`src/rtl/tx_sym_sched.sv`:
```
// Symbol scheduler: pops I/Q byte pairs from the TX FIFO and holds each on
// the modulator multipliers for one programmable symbol period.
module tx_sym_sched #(
    parameter int         DIV_W    = 16,
    parameter logic [7:0] IDLE_VAL = 8'h00,
    parameter int         MIN_DIV  = 4
) (
    input  logic             clk,
    input  logic             rst,
    input  logic             run,
    input  logic [DIV_W-1:0] sym_div,
    input  logic             fifo_empty,
    input  logic [7:0]       fifo_q,
    output logic             fifo_rd,
    output logic [7:0]       i_mul,
    output logic [7:0]       q_mul,
    output logic             sym_stb,
    output logic             underrun,
    input  logic             underrun_clr,
    output logic             busy
);

    typedef enum logic [2:0] {
        IDLE, RD_I, CAP_I, RD_Q, CAP_Q, WAIT_SYM
    } state_t;

    localparam logic [DIV_W-1:0] MIN_DIV_W = DIV_W'(MIN_DIV);

    state_t           state_q, state_d;
    logic [DIV_W-1:0] cnt_q, cnt_d, eff_div;
    logic [7:0]       stage_i_q, stage_i_d, stage_q_q, stage_q_d;
    logic [7:0]       i_q, i_d, q_q, q_d;
    logic             stage_valid_q, stage_valid_d;
    logic             primed_q, primed_d;
    logic             stb_q, stb_d;
    logic             urun_q, urun_d;
    logic             bnd;

    assign eff_div = (sym_div < MIN_DIV_W) ? MIN_DIV_W : sym_div;
    assign bnd     = (state_q != IDLE) && (cnt_q == '0);

    assign i_mul    = i_q;
    assign q_mul    = q_q;
    assign sym_stb  = stb_q;
    assign underrun = urun_q;
    assign busy     = (state_q != IDLE);

    always_comb begin
        state_d       = state_q;
        cnt_d         = cnt_q;
        stage_i_d     = stage_i_q;
        stage_q_d     = stage_q_q;
        stage_valid_d = stage_valid_q;
        primed_d      = primed_q;
        i_d           = i_q;
        q_d           = q_q;
        stb_d         = 1'b0;
        urun_d        = urun_q;
        fifo_rd       = 1'b0;

        if (underrun_clr) begin
            urun_d = 1'b0;
        end

        if (state_q != IDLE) begin
            if (bnd) begin
                // Until the first pair is staged the period does not start,
                // so that pair lands on the earliest possible boundary.
                if (stage_valid_q || primed_q) begin
                    cnt_d = eff_div;
                end
                if (stage_valid_q) begin
                    i_d           = stage_i_q;
                    q_d           = stage_q_q;
                    stb_d         = 1'b1;
                    stage_valid_d = 1'b0;
                end else begin
                    i_d = IDLE_VAL;
                    q_d = IDLE_VAL;
                    if (run && primed_q) begin
                        urun_d = 1'b1;
                    end
                end
            end else begin
                cnt_d = cnt_q - DIV_W'(1);
            end
        end

        unique case (state_q)
            IDLE: begin
                cnt_d    = '0;
                primed_d = 1'b0;
                if (run) begin
                    state_d = RD_I;
                end
            end
            RD_I: begin
                fifo_rd = !fifo_empty;
                if (!fifo_empty) begin
                    state_d = CAP_I;
                end else if (!run) begin
                    state_d = WAIT_SYM;
                end
            end
            CAP_I: begin
                stage_i_d = fifo_q;
                state_d   = RD_Q;
            end
            RD_Q: begin
                fifo_rd = !fifo_empty;
                if (!fifo_empty) begin
                    state_d = CAP_Q;
                end
            end
            CAP_Q: begin
                stage_q_d     = fifo_q;
                stage_valid_d = 1'b1;
                primed_d      = 1'b1;
                state_d       = WAIT_SYM;
            end
            WAIT_SYM: begin
                if (bnd) begin
                    if (run) begin
                        state_d = RD_I;
                    end else if (!stage_valid_q) begin
                        state_d = IDLE;
                    end
                end
            end
            default: state_d = IDLE;
        endcase
    end

    always_ff @(posedge clk) begin
        if (rst) begin
            state_q       <= IDLE;
            cnt_q         <= '0;
            stage_i_q     <= '0;
            stage_q_q     <= '0;
            stage_valid_q <= 1'b0;
            primed_q      <= 1'b0;
            i_q           <= IDLE_VAL;
            q_q           <= IDLE_VAL;
            stb_q         <= 1'b0;
            urun_q        <= 1'b0;
        end else begin
            state_q       <= state_d;
            cnt_q         <= cnt_d;
            stage_i_q     <= stage_i_d;
            stage_q_q     <= stage_q_d;
            stage_valid_q <= stage_valid_d;
            primed_q      <= primed_d;
            i_q           <= i_d;
            q_q           <= q_d;
            stb_q         <= stb_d;
            urun_q        <= urun_d;
        end
    end

endmodule

```
`config.mk`:
```
export PLATFORM = sky130hd
export DESIGN_NAME = tx_sym_sched
export DESIGN_NICKNAME = d
export VERILOG_FILES = /design/src/rtl/tx_sym_sched.sv
export SDC_FILE = /design/constraint.sdc
export NUM_CORES = 1
export LEC_CHECK = 0
export ABC_CLOCK_PERIOD_IN_PS = 5500
export BUFFER_PORTS_ARGS = -buffer_cell sky130_fd_sc_hd__buf_4
export CAP_MARGIN = 30
export CELL_PAD_IN_SITES_DETAIL_PLACEMENT = 1
export CELL_PAD_IN_SITES_GLOBAL_PLACEMENT = 1
export CORE_ASPECT_RATIO = 1.5
export CORE_MARGIN = 2
export CORE_UTILIZATION = 43
export CTS_BUF_LIST = sky130_fd_sc_hd__clkbuf_16
export CTS_CLUSTER_SIZE = 40
export DETAILED_ROUTE_END_ITERATION = 6
export PLACE_DENSITY_LB_ADDON = 0.1
export RECOVER_POWER = 100
export SYNTH_ARGS = -nofsm -noshare
export SYNTH_HDL_FRONTEND = slang
export SYNTH_SLANG_ARGS = --single-unit
```
`constraint.sdc`:
```
create_clock -name clk -period 5.5 [get_ports clk]
set_input_delay 1.1 -clock clk [delete_from_list [all_inputs] [get_ports clk]]
set_output_delay 1.1 -clock clk [all_outputs]
set_load 0.005 [all_outputs]
```
# After elaboration in Yosys (flattened, before gate mapping)
# Index checks and enable logic that the tools add are counted.
dict set report word_totals {
  ff_bits 55
  input_bits 29
  out_inout_bits 20
}
dict set report op_classes {
  n_addsub 1
  n_lt_le_gt_ge 1
  eq_ne 11
  n_mux 24
  n_bitwise 2
  n_reduce_logical 17
}
# op n
set ops {}
lappend ops {{$mux W16} 3}
lappend ops {{$mux W3} 7}
lappend ops {{$pmux W3 S6} 1}
lappend ops {{$logic_not A16 Y1} 1}
lappend ops {{$lt A16 B3 Y1 const B} 1}
lappend ops {{$mux W8} 2}
lappend ops {{$sub A16 B1 Y16 const B} 1}
lappend ops {{$mux W1} 10}
lappend ops {{$eq A3 B2 Y1 const B} 2}
lappend ops {{$eq A3 B3 Y1 const B} 2}
lappend ops {{$ne A2 B2 Y1 const B} 3}
lappend ops {{$ne A3 B3 Y1 const B} 2}
lappend ops {{$reduce_and A2 Y1} 3}
lappend ops {{$reduce_bool A2 Y1} 3}
lappend ops {{$reduce_and A5 Y1} 1}
lappend ops {{$reduce_or A2 Y1} 2}
lappend ops {{$eq A3 B1 Y1 const B} 1}
lappend ops {{$logic_not A3 Y1} 1}
lappend ops {{$reduce_bool A3 Y1} 1}
lappend ops {{$reduce_or A3 Y1} 1}
lappend ops {{$logic_and A1 B1 Y1} 2}
lappend ops {{$ne A2 B1 Y1 const B} 1}
lappend ops {{$not A1 Y1} 2}
lappend ops {{$pmux W1 S2} 1}
lappend ops {{2 further kinds} 2}

# Logic depth before layout (Yosys ltp)
# Gate-level depths: netlist (run 1).
dict set report depth {
  word_depth 5
  depth_mapped 9
}

# Worst setup path after synthesis (run 1)
# OpenSTA, ideal clock, no wires.
dict set report synth_timing {
  path_kind {input port to output port}
  from {input port fifo_empty}
  to {output port fifo_rd}
  arrival_time_ns 1.431
  required_ns 4.400
  setup_slack_ns 2.969
  path_stages 2
  n_path_buf 0
  cell_sequence {nor2b_1 > nor2b_1}
}
dict set report synth_between {
  elab_chain_len 2
}
# item line_no
set synth_rtl {}
lappend synth_rtl {{start, declared} 12} ;# input logic fifo_empty,
lappend synth_rtl {{$logic_not A1 Y1} -}
lappend synth_rtl {{$mux W1} -}
lappend synth_rtl {{end, declared} 14} ;# output logic fifo_rd,
# No other way between the ends.

# Worst setup path in the final report (run 1)
dict set report layout_timing {
  from {register cnt_q[0]}
  to {register cnt_q[8]}
}
dict set report layout_between {
  elab_chain_len 4
  word_cells_on_any_way 6
  classes_between {add/sub: 1; eq/ne: 1; mux: 1; reduce/logical: 3}
}
# item line_no
set layout_rtl {}
lappend layout_rtl {{start, declared} 30} ;# logic [DIV_W-1:0] cnt_q, cnt_d, eff_div;
lappend layout_rtl {{start signal, assigned} 148} ;# cnt_q <= cnt_d;
lappend layout_rtl {{branches (longest 4 deep; another with $sub A16 B1 Y16)} -}
# Several ways; the timed one is not identified.
# A chain may end at the register's enable or synchronous reset.

==> results.md, run 1 <==
* Status: finished, violations left
* Failing checks: max-capacitance violations, max-slew violations
* Final setup margin at 2.305 ns
* CTS tree: yes
* Layout area overhead at 18.39%
* Max-cap violation count at 1
* Critical path endpoint category: register
* Relative slew slack at -0.04691
* Syn avg cell area at 8.178 um2
* Reg clk slew, reported paths at 0.07 ns
* Net Switching at 829.2 uW
* Comb power frac at 0.530
* Full die area at 6679 um2
* #FFs+latches synth at 55
* Routed wire length at 7145 um
* Row count at 34
* Synth unique cells at 51
* Wire per inst at 16.69 um
* Root Buffer: clkbuf_16
* Share of cells above drive strength 1 at 0.1882
* Max-slew violations at 39
* Clock Path Buffers at 2
* Max H-tree Level at 2
* Total nets after synthesis at 348
* Register area share after synthesis at 0.4247
* Final Critical Period at 3.195 ns
* # hold bufs at CTS at 0
* Final Hold Viols at 0
* Mapped cell area at 2592 um2
* Worst Path Required at 5.69 ns
* EDFF count, synth at 0
* Clock network fraction of total power at 0.178
* Setup CP Type: reg -> reg
* Pin count of the biggest net entering global routing at 39
* Antenna Cells at 0
* I/O Pins at 49
* Post-cts resize count at 0
* IO Port Bufs at 48
* Initial antenna violation count at 0
* Crit path launch type: register
* R2R setup slack at 2.30 ns
* Num CTS Buffers at 5
* Cells on worst reg2reg path at 7
* Commonest non-fill, non-tap cell in the layout: dfxtp_1
* VDD IR max at 0.2192 mV
* Core ar. at 5828 um2
* Pre-antenna DRT Iters at 4
* Routability Congestion at 0.7938
* RSZ-0062 raised after global routing: no
* CP Capture Point: cnt_q[8]
* Top FF cell, synth: dfxtp_1
* Initial drt markers at 72
* Gr usage total at 0.2387
* Grt ovf at 0
* Vias in the first global route at 2,564
* Period utilization at 0.5810
* Final setup fails at 0
* Num Clock Sinks at 55
* Starting Density at 0.4448
* Fin util at 0.5266
* Clock Skew at 0.005884 ns
* Setup bufs post-CTS at 0
* Via count at 2,434
* DPL Wire Length at 5172 um
* Pint at 958.0 uW
* Residual DRC at 0
* Leakage at 0.001140 uW
* Die W at 67.40 um
* Synth async-reset ratio at 0
* Crit path arrival time at 3.39 ns
* Power Density at 582.3 nW/um2
* First-pass GRT wire length at 12,280 um
* Class of the worst hold path: reg -> reg
* DRT antenna net count at 0
* NumNets Final at 386
* Reg2reg end: cnt_q[8]
* Max Freq at 312.9 MHz
* Reg2reg start: cnt_q[0]
* Worst-margin pin slew at 1.570 ns
* Most frequent cells in the layout: dfxtp_1 (55), nand2_1 (47), a21oi_1 (38)
* Pre-CTS setup slack at 2.715 ns
* Worst-path maximum fanout at 18
* Via density at 5.687
* Net Sw Frac at 0.4640
* Setup TNS at 0 ns
* Crit. Startpoint: cnt_q[0]
* Hold Crit Start: i_mul[5]
* Ys Warns at 0
* Cell count after synthesis at 317
* Later-pin clock latency in the skew report at 0.29 ns
* Die Height at 99.10 um
* Reg power frac at 0.292
[routing by layer]
layer,wire [um],track usage,vias to the layer above,share of wire
li1,-,-,1186,-
met1,2786,0.2597,1191,0.39
met2,3917,0.4250,38,0.55
met3,155,0.04186,19,0.022
met4,286,0.1272,0,0.040
met5,0,0,-,0
[through the flow]
step,area [um2],std cells,total power [uW],hold slack [ns]
global route,3069,428,1927,0.4784
detailed placement,2959,420,1503,0.4466
CTS,3104,428,1831,0.4576
global placement,2959,420,1467,0.4414
finish,3069,428,1787,0.4545
floorplan,2592,317,1277,0.4366
[area by class of cell]
type,instances,area [um2]
Clock buffer,5,125.1
Clock inverter,3,20.02
Fill cell,716,2759
Inverter,7,26.28
Multi-Input combinational cell,237,1346
Sequential cell,55,1101
Tap cell,72,90.09
Timing Repair Buffer,49,360.3
[cell families after synthesis]
kind of cell	count (synthesis)	synth area share
adder cells (fa/ha/maj)	2	0.009651
AO/OA/AOI/OAI	70	0.1626
AND/OR/NAND/NOR	148	0.2944
flip-flops	55	0.4247
multiplexers	11	0.04295
buffers and inverters	25	0.04537
XOR/XNOR	6	0.02027
[power groups by stage]
stage	logic, uW	registers, uW	clock network, uW
floorplan	778	499	0
CTS	982	522	326
global placement	938	529	0
detailed placement	972	532	0
global route	1050	532	341
finish	947	522	318
[cells in the mapped netlist, types with 4 or more instances]
master | n | share of area
a211oi_1 | 4 | 0.012
a21oi_1 | 38 | 0.073
buf_2 | 4 | 0.0077
clkbuf_1 | 11 | 0.016
dfxtp_1 | 55 | 0.42
inv_1 | 7 | 0.010
mux2i_1 | 10 | 0.039
nand2_1 | 46 | 0.067
nand3_1 | 24 | 0.046
nor2_1 | 33 | 0.048
nor3_1 | 10 | 0.019
nor4_1 | 4 | 0.0097
o21ai_0 | 9 | 0.017
[worst max-delay path, cell delays in order, from the launching register on]
cell and delay, ns:
dfxtp_1 0.32, inv_1 0.10, ha_1 0.15, nor4b_1 0.66
nand4_1 0.27, nor2_1 1.07, o21ai_0 0.23, a221oi_1 0.30
[sequential cells by signal, summed over array words and instances (netlist names), 3 cells and up]
| name | cells |
|---|---|
| cnt_q | 16 |
| i_mul | 8 |
| q_mul | 8 |
| stage_i_q | 8 |
| stage_q_q | 8 |
| state_q | 3 |
[worst min-delay path by stage]
stage               slack (ns)  depth (start not counted)      endpoint
floorplan                 0.44                          2  stage_q_q[0]
global placement          0.44                          2      q_mul[7]
detailed placement        0.45                          2      i_mul[0]
CTS                       0.46                          2      i_mul[5]
global route              0.48                          2      i_mul[0]
finish                    0.45                          2      i_mul[5]
(Power assumes the default switching activity.)
==> inputs of run 2 (changes only) <==
- ABC_CLOCK_PERIOD_IN_PS: 5500 -> 3000
- CORE_UTILIZATION: 43 -> 40
- clock period: 5.5 -> 3 ns (I/O delays scaled with it)
==> results.md, run 2 (synthesis gave the netlist of run 1 again) <==
* Hold Crit Start: q_mul[6] (was i_mul[5])
* Total power draw at 3329 uW (was 1787 uW)
* I/O Pins at 49 (unchanged)
* VDD IR max at 0.3774 mV (was 0.2192 mV)
* Die W at 69.73 um (was 67.40 um)
* Crit path arrival time at 2.59 ns (was 3.39 ns)
* Final Hold Viols at 0 (unchanged)
* DPL Wire Length at 5406 um (was 5172 um)
* Max H-tree Level at 2 (unchanged)
* Crit path launch type: register (unchanged)
* Initial antenna violation count at 0 (unchanged)
* Num Clock Sinks at 55 (unchanged)
* Share of cells above drive strength 1 at 0.1950 (was 0.1882)
* Vias in the first global route at 2,407 (was 2,564)
* Worst-path maximum fanout at 8 (was 18)
* # hold bufs at CTS at 0 (unchanged)
* Setup CP Type: reg -> reg (unchanged)
* Layout filler cell count at 771 (was 716)
* Die Height at 102.6 um (was 99.10 um)
* Layout area overhead at 19.40% (was 18.39%)
* DRT antenna net count at 0 (unchanged)
* Reg2reg start: cnt_q[0] (unchanged)
* IO Port Bufs at 48 (unchanged)
* Max-slew violations at 0 (was 39)
* Most frequent cells in the layout: dfxtp_1 (55), nand2_1 (47), a21oi_1 (38) (unchanged)
* Power Density at 1076 nW/um2 (was 582.3 nW/um2)
* Root Buffer: clkbuf_16 (unchanged)
* Largest register FFs at 16 (unchanged)
* Final setup margin at 0.6186 ns (was 2.305 ns)
* CTS tree: yes (unchanged)
* Post-cts resize count at 0 (unchanged)
* Full die area at 7154 um2 (was 6679 um2)
* Num CTS Buffers at 5 (unchanged)
* Fin util at 0.4978 (was 0.5266)
* Reg2reg end: cnt_q[4] (was cnt_q[8])
* NumNets Final at 389 (was 386)
* Biggest register: cnt_q (unchanged)
* Worst Hold End: q_mul[6] (was i_mul[5])
* Leakage at 0.001160 uW (was 0.001140 uW)
* Routability Congestion at 0.8845 (was 0.7938)
* Period utilization at 0.7938 (was 0.5810)
* Initial drt markers at 76 (was 72)
* Reg clk slew, reported paths at 0.07 ns (about the same)
* Non-filler cells in the finished layout at 433 (was 428)
* Final Critical Period at 2.381 ns (was 3.195 ns)
* Via density at 5.600 (was 5.687)
* Clock Skew at 0.005250 ns (was 0.005884 ns)
* Max-cap violation count at 0 (was 1)
* Later-pin clock latency in the skew report at 0.29 ns (about the same)
* Relative slew slack at 0.4651 (was -0.04691)
* Max Freq at 419.9 MHz (was 312.9 MHz)
* Status: completed (was finished, violations left)
* Class of the worst hold path: reg -> reg (unchanged)
* Row count at 35 (was 34)
* Core ar. at 6218 um2 (was 5828 um2)
* Gr usage total at 0.2086 (was 0.2387)
* Commonest non-fill, non-tap cell in the layout: dfxtp_1 (unchanged)
* Worst Path Required at 3.21 ns (was 5.69 ns)
* Critical path endpoint category: register (unchanged)
* RSZ-0062 raised after global routing: no (unchanged)
* Pin count of the biggest net entering global routing at 39 (unchanged)
* Routed wire length at 7295 um (was 7145 um)
* Hold Path Depth at 2 (unchanged)
* Starting Density at 0.4169 (was 0.4448)
* Pre-CTS setup slack at 0.9064 ns (was 2.715 ns)
* Setup TNS at 0 ns (unchanged)
* Cells on worst reg2reg path at 7 (unchanged)
* Setup bufs post-CTS at 0 (unchanged)
* First-pass GRT wire length at 11,790 um (was 12,280 um)
* Via count at 2,425 (was 2,434)
* Residual DRC at 0 (unchanged)
* Pre-antenna DRT Iters at 4 (unchanged)
* R2R setup slack at 0.62 ns (was 2.30 ns)
* Clock Path Buffers at 2 (unchanged)
* Antenna Cells at 0 (unchanged)
* Cell Count Post-Placement at 425 (was 420)
* Final setup fails at 0 (unchanged)
* Wire per inst at 16.85 um (was 16.69 um)
* Worst-margin pin slew at 0.8024 ns (was 1.570 ns)
* Grt ovf at 0 (unchanged)
==> run 2: cell count changes in the layout (fill, tap and decap cells not counted), sizes merged <==
cell and change:
inv +2, clkinv -1, clkinvlp -1, buf +3
==> run 2: area by class of cell <==
class                           instances  area [um2]  share of cell area
Timing Repair Buffer                   52       382.9              0.1237
Inverter                                7       26.28            0.008488
Sequential cell                        55        1101              0.3557
Clock inverter                          3       20.02            0.006467
Tap cell                               74       92.59             0.02991
Clock buffer                            5       125.1             0.04042
Multi-Input combinational cell        237        1348              0.4353
==> run 2: worst max-delay path by stage <==
stage	depth (start not counted)	startpoint	slack (ns)	end
finish	7	cnt_q[0]	0.62	cnt_q[4]
global route	7	cnt_q[0]	0.43	cnt_q[4]
CTS	7	cnt_q[0]	0.86	cnt_q[3]
detailed placement	7	cnt_q[0]	0.91	cnt_q[3]
global placement	7	cnt_q[0]	0.97	cnt_q[3]
floorplan	9	cnt_q[0]	1.23	i_mul[0]
==> run 2: metrics by stage <==
step	instance area (um2)	hold WS (ns)
floorplan	2592	0.4366
global placement	2984	0.4425
detailed placement	2984	0.4489
CTS	3129	0.4621
global route	3095	0.4737
finish	3095	0.4550
==> run 2: power by group <==
group / switching (uW) / internal (uW) / total [uW]
Sequential: 129 / 821 / 950
Combinational: 1140 / 661 / 1800
Clock: 271 / 310 / 581
Total: 1540 / 1790 / 3330
==> run 2: worst max-delay path, stage by stage (launching register included) <==
cell	delay [ns]
dfxtp_1	0.33
inv_1	0.11
ha_1	0.15
nor4b_2	0.36
nand4_1	0.42
o21ai_0	0.60
o21ai_0	0.18
a21oi_1	0.17
==> run 2: per-layer routing <==
layer	up-vias	track usage	share of wire
met1	1169	0.2318	0.41
met2	49	0.3979	0.54
li1	1193	-	-
met5	-	0	0
met3	14	0.03226	0.030
met4	0	0.08432	0.022
